`src/rtl/rom_arbiter_if.sv`:
```
// Bundles the requester handshakes (IF and MEM) and the ROM-side control/data
// for the ROM arbiter. The arbiter uses the slave view; the environment
// (requesters plus ROM) uses the master view.
interface rom_arbiter_if #(
    parameter int ADDR_W = 32,
    parameter int DATA_W = 32
);
    // Instruction-fetch requester
    logic              if_req_i;
    logic [ADDR_W-1:0] if_addr_i;
    logic              if_ack_o;
    logic [DATA_W-1:0] if_data_o;
    logic              if_err_o;

    // Data/memory requester
    logic              mem_req_i;
    logic              mem_we_i;
    logic [ADDR_W-1:0] mem_addr_i;
    logic              mem_ack_o;
    logic [DATA_W-1:0] mem_data_o;
    logic              mem_err_o;

    // Single-port synchronous ROM
    logic              rom_ce_o;
    logic              rom_we_o;
    logic [ADDR_W-1:0] rom_addr_o;
    logic [DATA_W-1:0] rom_data_i;
    logic              rom_ready_i;

    modport slave (
        input  if_req_i, if_addr_i,
        input  mem_req_i, mem_we_i, mem_addr_i,
        input  rom_data_i, rom_ready_i,
        output if_ack_o, if_data_o, if_err_o,
        output mem_ack_o, mem_data_o, mem_err_o,
        output rom_ce_o, rom_we_o, rom_addr_o
    );

    modport master (
        output if_req_i, if_addr_i,
        output mem_req_i, mem_we_i, mem_addr_i,
        output rom_data_i, rom_ready_i,
        input  if_ack_o, if_data_o, if_err_o,
        input  mem_ack_o, mem_data_o, mem_err_o,
        input  rom_ce_o, rom_we_o, rom_addr_o
    );
endinterface

```
`src/rtl/rom_arbiter.sv`:
```
// Two-requester arbiter and sequencer for a single-port synchronous ROM.
// MEM has priority, but IF is forced through after MEM_STREAK_MAX consecutive
// MEM grants while IF waits. Misaligned and timed-out accesses complete with
// err set. All outputs are registered.
module rom_arbiter #(
    parameter int ADDR_W         = 32,
    parameter int DATA_W         = 32,
    parameter int MEM_STREAK_MAX = 4,
    parameter int TIMEOUT        = 8
) (
    input  logic         clk,
    input  logic         rst,
    rom_arbiter_if.slave bus
);
    localparam int SK_W = $clog2(MEM_STREAK_MAX + 1);
    localparam int TO_W = (TIMEOUT > 1) ? $clog2(TIMEOUT) : 1;
    localparam logic [SK_W-1:0] SK_MAX  = SK_W'(MEM_STREAK_MAX);
    localparam logic [TO_W-1:0] TO_LAST = TO_W'(TIMEOUT - 1);

    typedef enum logic [1:0] {IDLE, ISSUE, WAIT, RESP} state_t;

    state_t            state, state_nxt;
    logic [SK_W-1:0]   streak, streak_nxt;
    logic [TO_W-1:0]   tcnt, tcnt_nxt;
    logic              win_mem, win_mem_nxt;   // winner latched at grant
    logic              win_we, win_we_nxt;     // write flag latched at grant

    logic              rom_ce_q, rom_ce_nxt;
    logic              rom_we_q, rom_we_nxt;
    logic [ADDR_W-1:0] rom_addr_q, rom_addr_nxt;
    logic              if_ack_q, if_ack_nxt;
    logic              if_err_q, if_err_nxt;
    logic [DATA_W-1:0] if_data_q, if_data_nxt;
    logic              mem_ack_q, mem_ack_nxt;
    logic              mem_err_q, mem_err_nxt;
    logic [DATA_W-1:0] mem_data_q, mem_data_nxt;

    logic              grant;
    logic              pick_mem;
    logic [ADDR_W-1:0] pick_addr;
    logic [DATA_W-1:0] rd_data;

    // Next-state, counters and registered-output values
    always_comb begin
        state_nxt    = state;
        streak_nxt   = streak;
        tcnt_nxt     = '0;
        win_mem_nxt  = win_mem;
        win_we_nxt   = win_we;
        rom_ce_nxt   = 1'b0;
        rom_we_nxt   = 1'b0;
        rom_addr_nxt = '0;
        if_ack_nxt   = 1'b0;
        if_err_nxt   = 1'b0;
        if_data_nxt  = '0;
        mem_ack_nxt  = 1'b0;
        mem_err_nxt  = 1'b0;
        mem_data_nxt = '0;
        grant        = 1'b0;
        pick_mem     = 1'b0;
        pick_addr    = '0;
        rd_data      = win_we ? '0 : bus.rom_data_i;

        case (state)
            IDLE: begin
                if (bus.mem_req_i && !(bus.if_req_i && streak == SK_MAX)) begin
                    grant    = 1'b1;
                    pick_mem = 1'b1;
                end else if (bus.if_req_i) begin
                    grant    = 1'b1;
                    pick_mem = 1'b0;
                end
                pick_addr = pick_mem ? bus.mem_addr_i : bus.if_addr_i;

                if (grant) begin
                    win_mem_nxt = pick_mem;
                    win_we_nxt  = pick_mem & bus.mem_we_i;
                    // Streak only grows while IF is actually being held off
                    if (pick_mem && bus.if_req_i)
                        streak_nxt = (streak < SK_MAX) ? streak + SK_W'(1) : streak;
                    else
                        streak_nxt = '0;

                    if (pick_addr[1:0] != 2'b00) begin
                        // Misaligned: complete with error, ROM untouched
                        state_nxt   = RESP;
                        if_ack_nxt  = ~pick_mem;
                        if_err_nxt  = ~pick_mem;
                        mem_ack_nxt = pick_mem;
                        mem_err_nxt = pick_mem;
                    end else begin
                        state_nxt    = ISSUE;
                        rom_ce_nxt   = 1'b1;
                        rom_we_nxt   = pick_mem & bus.mem_we_i;
                        rom_addr_nxt = pick_addr;
                    end
                end
            end

            ISSUE: begin
                state_nxt = WAIT;
            end

            WAIT: begin
                if (bus.rom_ready_i) begin
                    state_nxt = RESP;
                    if (win_mem) begin
                        mem_ack_nxt  = 1'b1;
                        mem_data_nxt = rd_data;
                    end else begin
                        if_ack_nxt  = 1'b1;
                        if_data_nxt = rd_data;
                    end
                end else if (tcnt == TO_LAST) begin
                    state_nxt   = RESP;
                    if_ack_nxt  = ~win_mem;
                    if_err_nxt  = ~win_mem;
                    mem_ack_nxt = win_mem;
                    mem_err_nxt = win_mem;
                end else begin
                    tcnt_nxt = tcnt + TO_W'(1);
                end
            end

            RESP: begin
                state_nxt = IDLE;
            end

            default: begin
                state_nxt = IDLE;
            end
        endcase
    end

    // State, counters and output registers; reset discards any in-flight access
    always_ff @(posedge clk or negedge rst) begin
        if (!rst) begin
            state      <= IDLE;
            streak     <= '0;
            tcnt       <= '0;
            win_mem    <= 1'b0;
            win_we     <= 1'b0;
            rom_ce_q   <= 1'b0;
            rom_we_q   <= 1'b0;
            rom_addr_q <= '0;
            if_ack_q   <= 1'b0;
            if_err_q   <= 1'b0;
            if_data_q  <= '0;
            mem_ack_q  <= 1'b0;
            mem_err_q  <= 1'b0;
            mem_data_q <= '0;
        end else begin
            state      <= state_nxt;
            streak     <= streak_nxt;
            tcnt       <= tcnt_nxt;
            win_mem    <= win_mem_nxt;
            win_we     <= win_we_nxt;
            rom_ce_q   <= rom_ce_nxt;
            rom_we_q   <= rom_we_nxt;
            rom_addr_q <= rom_addr_nxt;
            if_ack_q   <= if_ack_nxt;
            if_err_q   <= if_err_nxt;
            if_data_q  <= if_data_nxt;
            mem_ack_q  <= mem_ack_nxt;
            mem_err_q  <= mem_err_nxt;
            mem_data_q <= mem_data_nxt;
        end
    end

    assign bus.rom_ce_o   = rom_ce_q;
    assign bus.rom_we_o   = rom_we_q;
    assign bus.rom_addr_o = rom_addr_q;
    assign bus.if_ack_o   = if_ack_q;
    assign bus.if_err_o   = if_err_q;
    assign bus.if_data_o  = if_data_q;
    assign bus.mem_ack_o  = mem_ack_q;
    assign bus.mem_err_o  = mem_err_q;
    assign bus.mem_data_o = mem_data_q;
endmodule

```
`src/flat_wrapper.sv`:
```
// flat-port wrapper written by rule: the top's interface ports become plain ports
module rom_arbiter_flat 
#(
    parameter int ADDR_W         = 32,
    parameter int DATA_W         = 32,
    parameter int MEM_STREAK_MAX = 4,
    parameter int TIMEOUT        = 8
)
  (clk, rst, bus_if_req_i, bus_if_addr_i, bus_mem_req_i, bus_mem_we_i, bus_mem_addr_i, bus_rom_data_i, bus_rom_ready_i, bus_if_ack_o, bus_if_data_o, bus_if_err_o, bus_mem_ack_o, bus_mem_data_o, bus_mem_err_o, bus_rom_ce_o, bus_rom_we_o, bus_rom_addr_o);
  rom_arbiter_if #(.ADDR_W(ADDR_W), .DATA_W(DATA_W)) bus_i ();
  input  logic clk;
  input  logic rst;
  input wire logic [$bits(bus_i.if_req_i)-1:0] bus_if_req_i;
  input wire logic [$bits(bus_i.if_addr_i)-1:0] bus_if_addr_i;
  input wire logic [$bits(bus_i.mem_req_i)-1:0] bus_mem_req_i;
  input wire logic [$bits(bus_i.mem_we_i)-1:0] bus_mem_we_i;
  input wire logic [$bits(bus_i.mem_addr_i)-1:0] bus_mem_addr_i;
  input wire logic [$bits(bus_i.rom_data_i)-1:0] bus_rom_data_i;
  input wire logic [$bits(bus_i.rom_ready_i)-1:0] bus_rom_ready_i;
  output wire logic [$bits(bus_i.if_ack_o)-1:0] bus_if_ack_o;
  output wire logic [$bits(bus_i.if_data_o)-1:0] bus_if_data_o;
  output wire logic [$bits(bus_i.if_err_o)-1:0] bus_if_err_o;
  output wire logic [$bits(bus_i.mem_ack_o)-1:0] bus_mem_ack_o;
  output wire logic [$bits(bus_i.mem_data_o)-1:0] bus_mem_data_o;
  output wire logic [$bits(bus_i.mem_err_o)-1:0] bus_mem_err_o;
  output wire logic [$bits(bus_i.rom_ce_o)-1:0] bus_rom_ce_o;
  output wire logic [$bits(bus_i.rom_we_o)-1:0] bus_rom_we_o;
  output wire logic [$bits(bus_i.rom_addr_o)-1:0] bus_rom_addr_o;
  assign bus_i.if_req_i = bus_if_req_i;
  assign bus_i.if_addr_i = bus_if_addr_i;
  assign bus_i.mem_req_i = bus_mem_req_i;
  assign bus_i.mem_we_i = bus_mem_we_i;
  assign bus_i.mem_addr_i = bus_mem_addr_i;
  assign bus_i.rom_data_i = bus_rom_data_i;
  assign bus_i.rom_ready_i = bus_rom_ready_i;
  assign bus_if_ack_o = bus_i.if_ack_o;
  assign bus_if_data_o = bus_i.if_data_o;
  assign bus_if_err_o = bus_i.if_err_o;
  assign bus_mem_ack_o = bus_i.mem_ack_o;
  assign bus_mem_data_o = bus_i.mem_data_o;
  assign bus_mem_err_o = bus_i.mem_err_o;
  assign bus_rom_ce_o = bus_i.rom_ce_o;
  assign bus_rom_we_o = bus_i.rom_we_o;
  assign bus_rom_addr_o = bus_i.rom_addr_o;
  rom_arbiter #(.ADDR_W(ADDR_W), .DATA_W(DATA_W), .MEM_STREAK_MAX(MEM_STREAK_MAX), .TIMEOUT(TIMEOUT)) u_core (.clk(clk), .rst(rst), .bus(bus_i));
endmodule
```
`config.mk`:
```
export PLATFORM = sky130hd
export DESIGN_NAME = rom_arbiter_flat
export DESIGN_NICKNAME = d
export VERILOG_FILES = /design/src/rtl/rom_arbiter_if.sv /design/src/rtl/rom_arbiter.sv /design/src/flat_wrapper.sv
export SDC_FILE = /design/constraint.sdc
export NUM_CORES = 1
export LEC_CHECK = 0
export BUFFER_PORTS_ARGS = -buffer_cell sky130_fd_sc_hd__buf_2
export CORE_ASPECT_RATIO = 1.4
export CORE_MARGIN = 1
export CORE_UTILIZATION = 49
export DETAILED_ROUTE_END_ITERATION = 10
export PLACE_DENSITY_LB_ADDON = 0.25
export REMOVE_ABC_BUFFERS = 1
export SETUP_SLACK_MARGIN = 0.5
export SLEW_MARGIN = 0
export SYNTH_ARGS = -nofsm -noshare
export SYNTH_HDL_FRONTEND = slang
export SYNTH_SLANG_ARGS = --single-unit
```
`constraint.sdc`:
```
create_clock -name clk -period 2.8 [get_ports clk]
set_clock_uncertainty 0.1 [all_clocks]
set_input_delay 0.42 -clock clk [delete_from_list [all_inputs] [get_ports clk]]
set_output_delay 0.42 -clock clk [all_outputs]
set_load 0.02 [all_outputs]
```
==> qor.csv <==
stage,metric,value,unit
run_status,status,"complete, no violations",
routing,DR vias/cell,4.83,
setup_path,Crit Path Max Fanout,7,
power,Total Power,4.30,mW
logic_synthesis,post-synthesis cell area,0.00409,mm^2
clock_network,Clock Sinks,112,
timing,Max Freq,578,MHz
floorplan,core area,0.00815,mm^2
setup_path,Setup crit end kind,register,
routing,Top Layer Used,met4,
timing,"Hold Violations, Final",0,
layout,fin area,0.00553,mm^2
timing,setup repair after global routing missed its margin,no,
power,Max IR drop VDD,422,uV
logic_synthesis,Main synth FF type,dfrtp_1,
place,worst slack at placement,1.09,ns
logic_synthesis,most instantiated library cell after synthesis,dfrtp_1,
layout,P&R area growth vs syn,35.0,%
timing,worst hold margin,0.210,ns
layout,Total Nets Final,686,
timing,Tmin final,1.73,ns
logic_synthesis,cell taking the most area after synthesis,dfrtp_1,
setup_path,"Req. time, crit path",2.91,ns
place,placed inst area,0.00519,mm^2
floorplan,Die Height,110,um
logic_synthesis,Synth warnings,0,
logic_synthesis,Synth area leaders,"dfrtp_1, nor2_1, nand2_1",
run,Max-cap violations,0,
logic_synthesis,Yosys cell types,29,
global_routing,pin count of the biggest net entering global routing,76,
place,gpl congestion,0.801,
layout,fillcell total,637,
timing,setup_tns,0,ns
timing,# setup viols final,0,
timing,worst setup margin,1.07,ns
routing,Routed WL,9.64,mm
clock_network,CTS root buf,clkbuf_16,
routing,Wirelength per Cell,14.1,um
global_routing,first-pass GRT wire length,15.0,mm
power,Leak,3.22,nW
routing,DRT iter0 DRCs,188,
routing,DRC viols,0,
setup_path,RR Startpoint,u_core.state[0]$_DFFE_PN0P_,
routing,routed length on met1,3.83,mm
min_path,HP Class,in -> reg,
routing,metal3 WL,776,um
logic_synthesis,Cells after Synth,376,
clock_network,H-Tree Depth,3,
clock_network,"Setup Fix Bufs, Post-CTS",0,
layout,ANT cells,0,
floorplan,Die Wd,79.3,um
clock_network,"Reg clk slew, reported paths",0.07,ns
logic_synthesis,"FF+latch count, synth",112,
min_path,hold path start,bus_mem_addr_i[8],
clock_network,CTS Hold Buffers Added,1,
global_routing,vias in the first global route,3107,
global_routing,grt ovf,0,
place,IO Port Bufs,203,
setup_path,arrival time worst endpoint,1.84,ns
logic_synthesis,Post-synth EDFFs,0,
logic_synthesis,syn avg cell area,10.9,um^2
clock_network,worst-skew pair later-pin latency,0.34,ns
timing,Max-slew headroom,0.419,
logic_synthesis,post-synth top area share,0.685,
setup_path,Crit. Startpoint,u_core.state[0]$_DFFE_PN0P_,
logic_synthesis,async set or reset register ratio after synthesis,1.00,
clock_network,CTS tree,yes,
clock_network,post-CTS resize count,0,
routing,DR WL met2,4.93,mm
setup_path,crit start category,register,
timing,"Slew Viols, Final",0,
routing,via count,3310,
setup_path,kind of critical path,reg -> reg,
timing,Worst-Margin Slew,0.871,ns
place,DP Wirelength,6.73,mm
global_routing,All-Layer GR Usage,0.229,
clock_network,TritonCTS Buffers,9,
floorplan,row count,39,
clock_network,clock tree buffer depth,2,
power,power density over the cells,779,mW/mm^2
logic_synthesis,synth cell count leaders,"dfrtp_1, nor2_1, nand2_1",
floorplan,Die Area,0.00873,mm^2
routing,Initial DRT Pass Iterations,4,
global_routing,initial antenna violation count,0,
floorplan,Initial Util,0.502,
routing,Post-DRT Antenna Nets,0,
logic_synthesis,sequential share of the synthesized area,0.685,
floorplan,I/O Pins,204,
layout,share of layout cells above drive strength 1,0.388,
timing,fin crit share,0.618,
layer usage:
| metal | vias to the layer above | global-route usage |
|---|---|---|
| li1 | 1588 | - |
| met1 | 1557 | 0.289 |
| met2 | 158 | 0.379 |
| met3 | 7 | 0.0733 |
| met4 | 0 | 0.0701 |
| met5 | - | 0 |
logic make-up after synthesis:
group / count (synthesis) / synth area share
AOI/OAI and AO/OA: 46 / 0.0660
and+or+nand+nor: 182 / 0.195
other: 1 / 0.000916
buffers and inverters: 28 / 0.0330
adders and majority gates: 6 / 0.0183
muxes: 1 / 0.00245
DFF: 112 / 0.685
per-stage QoR:
stage	std cells	util
finish	685	0.678
global route	685	0.678
CTS	685	0.678
detailed placement	668	0.637
global placement	668	0.637
floorplan	358	-
area by class of cell:
type | instances | area, um^2 | share of cell area
multi-input combinational | 237 | 1160 | 0.210
clock inverter | 4 | 76.3 | 0.0138
clock buffer | 12 | 246 | 0.0446
timing repair buffer | 209 | 1080 | 0.195
sequential | 112 | 2800 | 0.507
inverter | 9 | 33.8 | 0.00611
tap | 102 | 128 | 0.0231
sequential cells by signal (all words and copies together) (netlist names):
signal and flops:
u_core.win_mem 1, u_core.bus.if_data_o 32, u_core.bus.rom_we_o 1, u_core.bus.if_ack_o 1, u_core.state 2, u_core.bus.mem_err_o 1
u_core.bus.if_err_o 1, u_core.tcnt 3, u_core.bus.rom_ce_o 1, u_core.win_we 1, u_core.bus.rom_addr_o 32, u_core.bus.mem_data_o 32
u_core.streak 3, u_core.bus.mem_ack_o 1
placed cells by master (no fill, tap or decap), types with 5 or more instances in the layout:
| cell type | instances |
|---|---|
| a21oi_1 | 33 |
| nand2_1 | 66 |
| dfrtp_1 | 112 |
| nor2_1 | 73 |
| ha_1 | 6 |
| buf_2 | 202 |
| inv_1 | 9 |
| nand2b_1 | 35 |
| buf_4 | 5 |
| clkbuf_16 | 9 |
worst paths after layout:
path / depth (start not counted) / slack (ns) / end
worst max-delay path: 5 / 1.07 / u_core.streak[1]$_DFFE_PN0P_
worst min-delay path: 3 / 0.21 / u_core.bus.rom_addr_o[8]$_DFF_PN0_
worst max register to register: 5 / 1.07 / u_core.streak[1]$_DFFE_PN0P_
worst min register to register: 1 / 0.35 / u_core.tcnt[0]$_DFF_PN0_
max in group asynchronous: 3 / 1.35 / u_core.bus.rom_addr_o[2]$_DFF_PN0_
min in group asynchronous: 2 / 0.49 / u_core.bus.mem_data_o[23]$_DFF_PN0_
report_power, final:
group	internal (mW)	switching [mW]
registers	1.80	0.116
logic	0.384	0.635
clock network	0.813	0.554
worst max-delay path, cell delays in order (launching register included):
cell and delay [ns]:
dfrtp_1 0.38, inv_1 0.09, ha_1 0.29, o21ai_0 0.31, a31oi_1 0.31, o22ai_1 0.13
(Power assumes the default switching activity.)
